`config.mk`:
```
export PLATFORM = sky130hd
export DESIGN_NAME = clkdll_phase_gen
export DESIGN_NICKNAME = d
export VERILOG_FILES = /design/src/rtl/clkdll_pkg.sv /design/src/rtl/clkdll_phase_cmp.sv /design/src/rtl/clkdll_phase_gen.sv
export SDC_FILE = /design/constraint.sdc
export NUM_CORES = 1
export LEC_CHECK = 0
export ABC_AREA = 1
export BUFFER_PORTS_ARGS = -buffer_cell sky130_fd_sc_hd__buf_2
export CAP_MARGIN = 20
export CORE_MARGIN = 10
export CORE_UTILIZATION = 50
export DETAILED_ROUTE_END_ITERATION = 16
export PLACE_DENSITY = 0.75
export SYNTH_ARGS = -nofsm -noshare
export SYNTH_HDL_FRONTEND = slang
export SYNTH_SLANG_ARGS = --single-unit
```
`constraint.sdc`:
```
create_clock -name CLKIN -period 5.1 [get_ports CLKIN]
set_input_delay 0.765 -clock CLKIN [delete_from_list [all_inputs] [get_ports CLKIN]]
set_output_delay 0.765 -clock CLKIN [all_outputs]
set_load 0.02 [all_outputs]
```
`src/rtl/clkdll_pkg.sv`:
```
// Shared definitions for the clock DLL phase generator: FSM encodings and
// the divide clamp / phase offset helpers used at elaboration and run time.
package clkdll_pkg;

  // FSM encodings, kept as plain constants so legacy tools read them unchanged
  localparam logic [1:0] ST_IDLE    = 2'd0;
  localparam logic [1:0] ST_LOCKING = 2'd1;
  localparam logic [1:0] ST_LOCKED  = 2'd2;

  typedef logic [1:0] clkdll_state_t;

  // Divides of 0 and 1 cannot produce a clock; both are forced up to 2.
  function automatic logic [31:0] clamp_div(input logic [31:0] div);
    return (div < 32'd2) ? 32'd2 : div;
  endfunction

  // Start offset of phase k for divide d: (k*d) / num_phases.
  // num_phases is a power of two, so the divide is a shift; k is a constant
  // at every call site, so the multiply reduces to shifts and adds.
  function automatic logic [31:0] phase_offset(input int unsigned k,
                                               input logic [31:0] d,
                                               input int unsigned num_phases);
    logic [63:0] prod;
    prod = 64'(k) * 64'(d);
    return 32'(prod >> $clog2(num_phases));
  endfunction

endpackage

```
`src/rtl/clkdll_phase_cmp.sv`:
```
// One registered phase tap: high while the count, taken relative to this
// tap's offset, is inside the high window of the current period.
module clkdll_phase_cmp
  import clkdll_pkg::*;
#(
  parameter int unsigned W = 8
) (
  input  logic         clk,
  input  logic         rst_n,
  input  logic         run,
  input  logic [W-1:0] cnt,
  input  logic [W-1:0] off,
  input  logic [W-1:0] d,
  input  logic [W-1:0] h,
  output logic         phase
);

  logic [W:0] diff_raw;
  logic [W:0] diff_mod;
  logic       phase_d;
  logic       phase_q;

  // (cnt - off) mod d without a divider: cnt and off are both below d, so a
  // single conditional add of d folds a negative difference back into range.
  always_comb begin
    diff_raw = {1'b0, cnt} - {1'b0, off};
    diff_mod = diff_raw[W] ? (diff_raw + {1'b0, d}) : diff_raw;
    phase_d  = run && (diff_mod < {1'b0, h});
  end

  // Output register; cleared asynchronously so the tap is low out of reset.
  always_ff @(posedge clk or negedge rst_n) begin
    if (!rst_n) phase_q <= 1'b0;
    else        phase_q <= phase_d;
  end

  assign phase = phase_q;

endmodule

```
`src/rtl/clkdll_phase_gen.sv`:
```
// Clock DLL phase generator: divides CLKIN by a runtime value into
// NUM_PHASES evenly spaced phases, mirrors one on CLKDV, and reports LOCKED
// after LOCK_PERIODS full output periods at a stable divide.
module clkdll_phase_gen
  import clkdll_pkg::*;
#(
  parameter int unsigned NUM_PHASES            = 4,
  parameter int unsigned DIV_WIDTH             = 8,
  parameter int unsigned LOCK_PERIODS          = 4,
  parameter string       DUTY_CYCLE_CORRECTION = "TRUE",
  parameter int unsigned CLKDV_PHASE           = 0
) (
  input  logic                  CLKIN,
  input  logic                  RST_N,
  input  logic                  EN,
  input  logic [DIV_WIDTH-1:0]  DIV,
  output logic [NUM_PHASES-1:0] PHASE,
  output logic                  CLKDV,
  output logic                  LOCKED,
  output logic [DIV_WIDTH-1:0]  DIV_ACT
);

  localparam bit          DUTY_ON  = (DUTY_CYCLE_CORRECTION == "TRUE");
  localparam logic [7:0]  LOCK_LIM = 8'(LOCK_PERIODS);

  clkdll_state_t        state_q,   state_d;
  logic [DIV_WIDTH-1:0] cnt_q,     cnt_d;
  logic [7:0]           per_cnt_q, per_cnt_d;
  logic [DIV_WIDTH-1:0] div_act_q, div_act_d;
  logic [DIV_WIDTH-1:0] div_raw_q, div_raw_d;
  logic                 locked_q,  locked_d;

  logic [DIV_WIDTH-1:0] div_clamped;
  logic [DIV_WIDTH-1:0] half_d;
  logic [DIV_WIDTH-1:0] high_len;
  logic [DIV_WIDTH-1:0] cnt_inc;
  logic [7:0]           per_inc;
  logic                 wrap;
  logic                 div_chg;
  logic                 run;

  // Per-cycle helpers: clamped request, high-window length, wrap and change
  // detection, and whether the phase taps are allowed to toggle this edge.
  always_comb begin
    div_clamped = DIV_WIDTH'(clamp_div(32'(DIV)));
    half_d      = div_act_q >> 1;
    high_len    = (DUTY_ON && (half_d > DIV_WIDTH'(1))) ? half_d : DIV_WIDTH'(1);
    wrap        = (cnt_q == (div_act_q - DIV_WIDTH'(1)));
    cnt_inc     = wrap ? '0 : (cnt_q + DIV_WIDTH'(1));
    per_inc     = (per_cnt_q == LOCK_LIM) ? per_cnt_q : (per_cnt_q + 8'd1);
    // The raw register is compared, so 0 -> 1 is a change even though both
    // clamp to the same divide.
    div_chg     = (DIV != div_raw_q);
    run         = EN && (state_q != ST_IDLE);
  end

  // Lock FSM and period counters. Priority inside a running state:
  // EN low, then a divide change at the wrap, then normal counting.
  always_comb begin
    state_d   = state_q;
    cnt_d     = cnt_q;
    per_cnt_d = per_cnt_q;
    div_act_d = div_act_q;
    div_raw_d = div_raw_q;
    locked_d  = locked_q;
    case (state_q)
      ST_IDLE: begin
        locked_d = 1'b0;
        if (EN) begin
          div_act_d = div_clamped;
          div_raw_d = DIV;
          cnt_d     = '0;
          per_cnt_d = '0;
          state_d   = ST_LOCKING;
        end
      end
      ST_LOCKING, ST_LOCKED: begin
        if (!EN) begin
          state_d   = ST_IDLE;
          locked_d  = 1'b0;
          cnt_d     = '0;
          per_cnt_d = '0;
        end else if (wrap && div_chg) begin
          // New divide only at a period boundary so no runt pulse escapes.
          div_act_d = div_clamped;
          div_raw_d = DIV;
          cnt_d     = '0;
          per_cnt_d = '0;
          locked_d  = 1'b0;
          state_d   = ST_LOCKING;
        end else begin
          cnt_d = cnt_inc;
          if (wrap) per_cnt_d = per_inc;
          if (state_q == ST_LOCKING) begin
            locked_d = 1'b0;
            if (wrap && (per_inc == LOCK_LIM)) state_d = ST_LOCKED;
          end else begin
            // LOCKED output trails the state by one edge.
            locked_d = 1'b1;
          end
        end
      end
      default: begin
        state_d  = ST_IDLE;
        locked_d = 1'b0;
      end
    endcase
  end

  // Control and counter registers, all cleared asynchronously.
  always_ff @(posedge CLKIN or negedge RST_N) begin
    if (!RST_N) begin
      state_q   <= ST_IDLE;
      cnt_q     <= '0;
      per_cnt_q <= '0;
      div_act_q <= DIV_WIDTH'(2);
      div_raw_q <= '0;
      locked_q  <= 1'b0;
    end else begin
      state_q   <= state_d;
      cnt_q     <= cnt_d;
      per_cnt_q <= per_cnt_d;
      div_act_q <= div_act_d;
      div_raw_q <= div_raw_d;
      locked_q  <= locked_d;
    end
  end

  for (genvar k = 0; k < NUM_PHASES; k++) begin : g_phase
    logic [DIV_WIDTH-1:0] off_k;

    assign off_k = DIV_WIDTH'(phase_offset(k, 32'(div_act_q), NUM_PHASES));

    clkdll_phase_cmp #(
      .W (DIV_WIDTH)
    ) u_cmp (
      .clk   (CLKIN),
      .rst_n (RST_N),
      .run   (run),
      .cnt   (cnt_q),
      .off   (off_k),
      .d     (div_act_q),
      .h     (high_len),
      .phase (PHASE[k])
    );
  end

  assign CLKDV   = PHASE[CLKDV_PHASE];
  assign LOCKED  = locked_q;
  assign DIV_ACT = div_act_q;

endmodule
```
==> impl_metrics.env <==
export IMPL_maxSlewViolCount=0
export IMPL_final_nets=929
export IMPL_slew_headroom_pct=36.8
export IMPL_arrival_ps=4760
export IMPL_holdCritPathClass="flip-flop to flip-flop"
export IMPL_drive_gt1_share_pct=9.71
export IMPL_max_freq_ghz=0.221
export IMPL_grt_pass1_wl_um=22900
export IMPL_hpwl_um=10700
export IMPL_dpl_instance_area_sq_mm=0.00584
export IMPL_cts_path_max_buffers=2
export IMPL_grt_overflow_total=0
export IMPL_core_area_sq_mm=0.0109
export IMPL_wl_met1_um=6400
export IMPL_setup_tns_ps=0
export IMPL_clkTransAtPathRegs_ps=90
export IMPL_diodes=0
export IMPL_post_cts_resized=0
export IMPL_synth_area_leaders="ha_1 (22%), dfrtp_1 (17%), nand2_1 (14%), inv_1 (6.7%), xor2_1 (5.8%)"
export IMPL_grt_pass1_vias=4775
export IMPL_synth_cell_types=43
export IMPL_final_common_cell="nand2_1"
export IMPL_numCtsBuffers=5
export IMPL_hold_worst_slack_ps=504
export IMPL_gp_congestion=0.907
export IMPL_cap_viol_max_count=0
export IMPL_cts_hold_buf=0
export IMPL_synth_top_flop_cell="dfrtp_1"
export IMPL_final_util_pct=54.6
export IMPL_io_pins=25
export IMPL_required_ps=5340
export IMPL_syn_area_sq_mm=0.00557
export IMPL_cp_end_kind="flip-flop"
export IMPL_clock_skew_ps=10.2
export IMPL_die_h_um=126
export IMPL_cts_tree="yes"
export IMPL_finalCriticalPeriod_ps=4520
export IMPL_viasPerCell=5.33
export IMPL_final_cell_area_sq_mm=0.00595
export IMPL_synthesis_nets=902
export IMPL_rsz0062_at_grt="no"
export IMPL_dieArea_sq_mm=0.0158
export IMPL_cts_setup_buffers=0
export IMPL_drt_first_pass_iters=6
export IMPL_yosysTopAreaCell="ha_1"
export IMPL_ys_seq_area_share_pct=17.5
export IMPL_clkLatencyLatePin_ps=300
export IMPL_crit_path_start_kind="flip-flop"
export IMPL_routed_top_layer="met4"
export IMPL_grtUsageTotal_pct=17.0
export IMPL_wl_met2_um=6200
export IMPL_fp_dieW_um=126
export IMPL_syn_inst=786
export IMPL_via_count=5089
export IMPL_cts_sinks=39
export IMPL_outcome="finished clean"
export IMPL_critPathKind="flip-flop to flip-flop"
export IMPL_portBuffers=24
export IMPL_drc_errors=0
export IMPL_detail_route_antenna_nets=0
export IMPL_htreeDepth=2
export IMPL_drt_initial_drc_count=336
export IMPL_worstPathMaxFanout=6
export IMPL_antenna_found_initial=0
export IMPL_wl_met3_um=869
export IMPL_async_reset_ff_share_pct=100
export IMPL_r2r_slack_ps=580
export IMPL_rows=38
export IMPL_mostFrequentLayoutCells="nand2_1 (201), inv_1 (99), ha_1 (98), a21oi_1 (53), o21ai_0 (43)"
export IMPL_period_share_pct=88.6
export IMPL_synth_top_area_share_pct=22.0
export IMPL_ys_warn_count=0
export IMPL_grt_max_degree=40
export IMPL_cts_root_buf="clkbuf_8"
export IMPL_post_drt_wl_per_cell_um=14.5
export IMPL_synth_seq_cells=39
export IMPL_synth_edf_count=0
export IMPL_setup_viol=0
export IMPL_area_growth_pct=6.73
export IMPL_worst_pin_slew_ps=948
export IMPL_wirelength_um=13800
export IMPL_syn_area_per_cell_sq_um=7.09
export IMPL_hold_viol=0
export IMPL_start_util_pct=51.2
==> registers in the layout, indices dropped and copies added, names as in the netlist <==
name                 count
div_raw_q                8
state_q                  2
g_phase.u_cmp.phase      4
cnt_q                    8
per_cnt_q                8
LOCKED                   1
DIV_ACT                  8
==> layer usage <==
| metal | up-vias | GRT usage [%] |
|---|---|---|
| li1 | 2646 | - |
| met1 | 2295 | 22.6 |
| met2 | 120 | 27.2 |
| met3 | 28 | 2.75 |
| met4 | 0 | 5.69 |
| met5 | - | 0 |
==> through the flow <==
| step | instances | setup WS, ps |
|---|---|---|
| after floorplan | 786 | 691 |
| after global placement | 946 | 680 |
| after detailed placement | 946 | 583 |
| after CTS | 954 | 580 |
| after global routing | 954 | 159 |
| final | 954 | 580 |
==> worst paths after layout <==
path | from | end | cells past startpoint
hold / removal | div_raw_q[0] | div_raw_q[0] | 2
min in group asynchronous | RST_N | per_cnt_q[7] | 1
setup / recovery | DIV_ACT[1] | g_phase[3].u_cmp.phase | 23
setup reg to reg | DIV_ACT[1] | g_phase[3].u_cmp.phase | 23
hold reg to reg | div_raw_q[0] | div_raw_q[0] | 2
max in group asynchronous | RST_N | DIV_ACT[4] | 1
==> worst max-delay path: stages, from the launching register on <==
cell	delay [ps]
dfstp_2	580
inv_1	190
ha_1	340
nand3_1	100
nand2_1	60
nand2_1	80
nand2_1	50
ha_1	340
nand2_1	60
o21ai_0	300
nand2_1	90
a31oi_1	170
xor2_1	250
ha_1	300
a21oi_1	160
inv_1	50
a31oi_1	200
xor2_1	150
o21ai_0	90
ha_1	330
a211o_1	260
a31oi_1	140
nand3_1	90
nor2_1	80
==> kinds of logic (layout without fill, tap and decap cells) <==
kind of cell,Yosys count,in the layout,synth area share (%)
buffers and inverters,123,151,9.27
adder cells (fa/ha/maj),105,105,24.5
AO/OA/AOI/OAI,151,151,15.6
XOR/XNOR,55,55,8.91
flip-flops,39,39,17.5
AND/OR/NAND/NOR,313,313,24.2
==> cell usage after synthesis (5+ instances only) <==
| master | number |
|---|---|
| ha_1 | 98 |
| nor3_1 | 7 |
| fa_1 | 7 |
| nor2_1 | 35 |
| dfrtp_1 | 38 |
| nand2_1 | 201 |
| o21ai_0 | 43 |
| xor2_1 | 37 |
| buf_6 | 5 |
| inv_1 | 99 |
| xnor2_1 | 16 |
| nand4_1 | 10 |
| a211oi_1 | 8 |
| o21ai_1 | 11 |
| a21oi_1 | 53 |
| nand3_1 | 37 |
| inv_2 | 10 |
| o21ai_2 | 8 |
| o22ai_1 | 11 |
==> final cells by class <==
class	instances	area, sq um
Timing Repair Buffer	34	195
Tap cell	140	175
Sequential cell	39	977
Fill cell	1060	4940
Multi-Input combinational cell	624	4080
Inverter	109	409
Clock inverter	3	43.8
Clock buffer	5	68.8
Power is left out: the tool's default activity adds up to more than one toggle a clock period on the data nets, which glitch-free logic cannot reach.
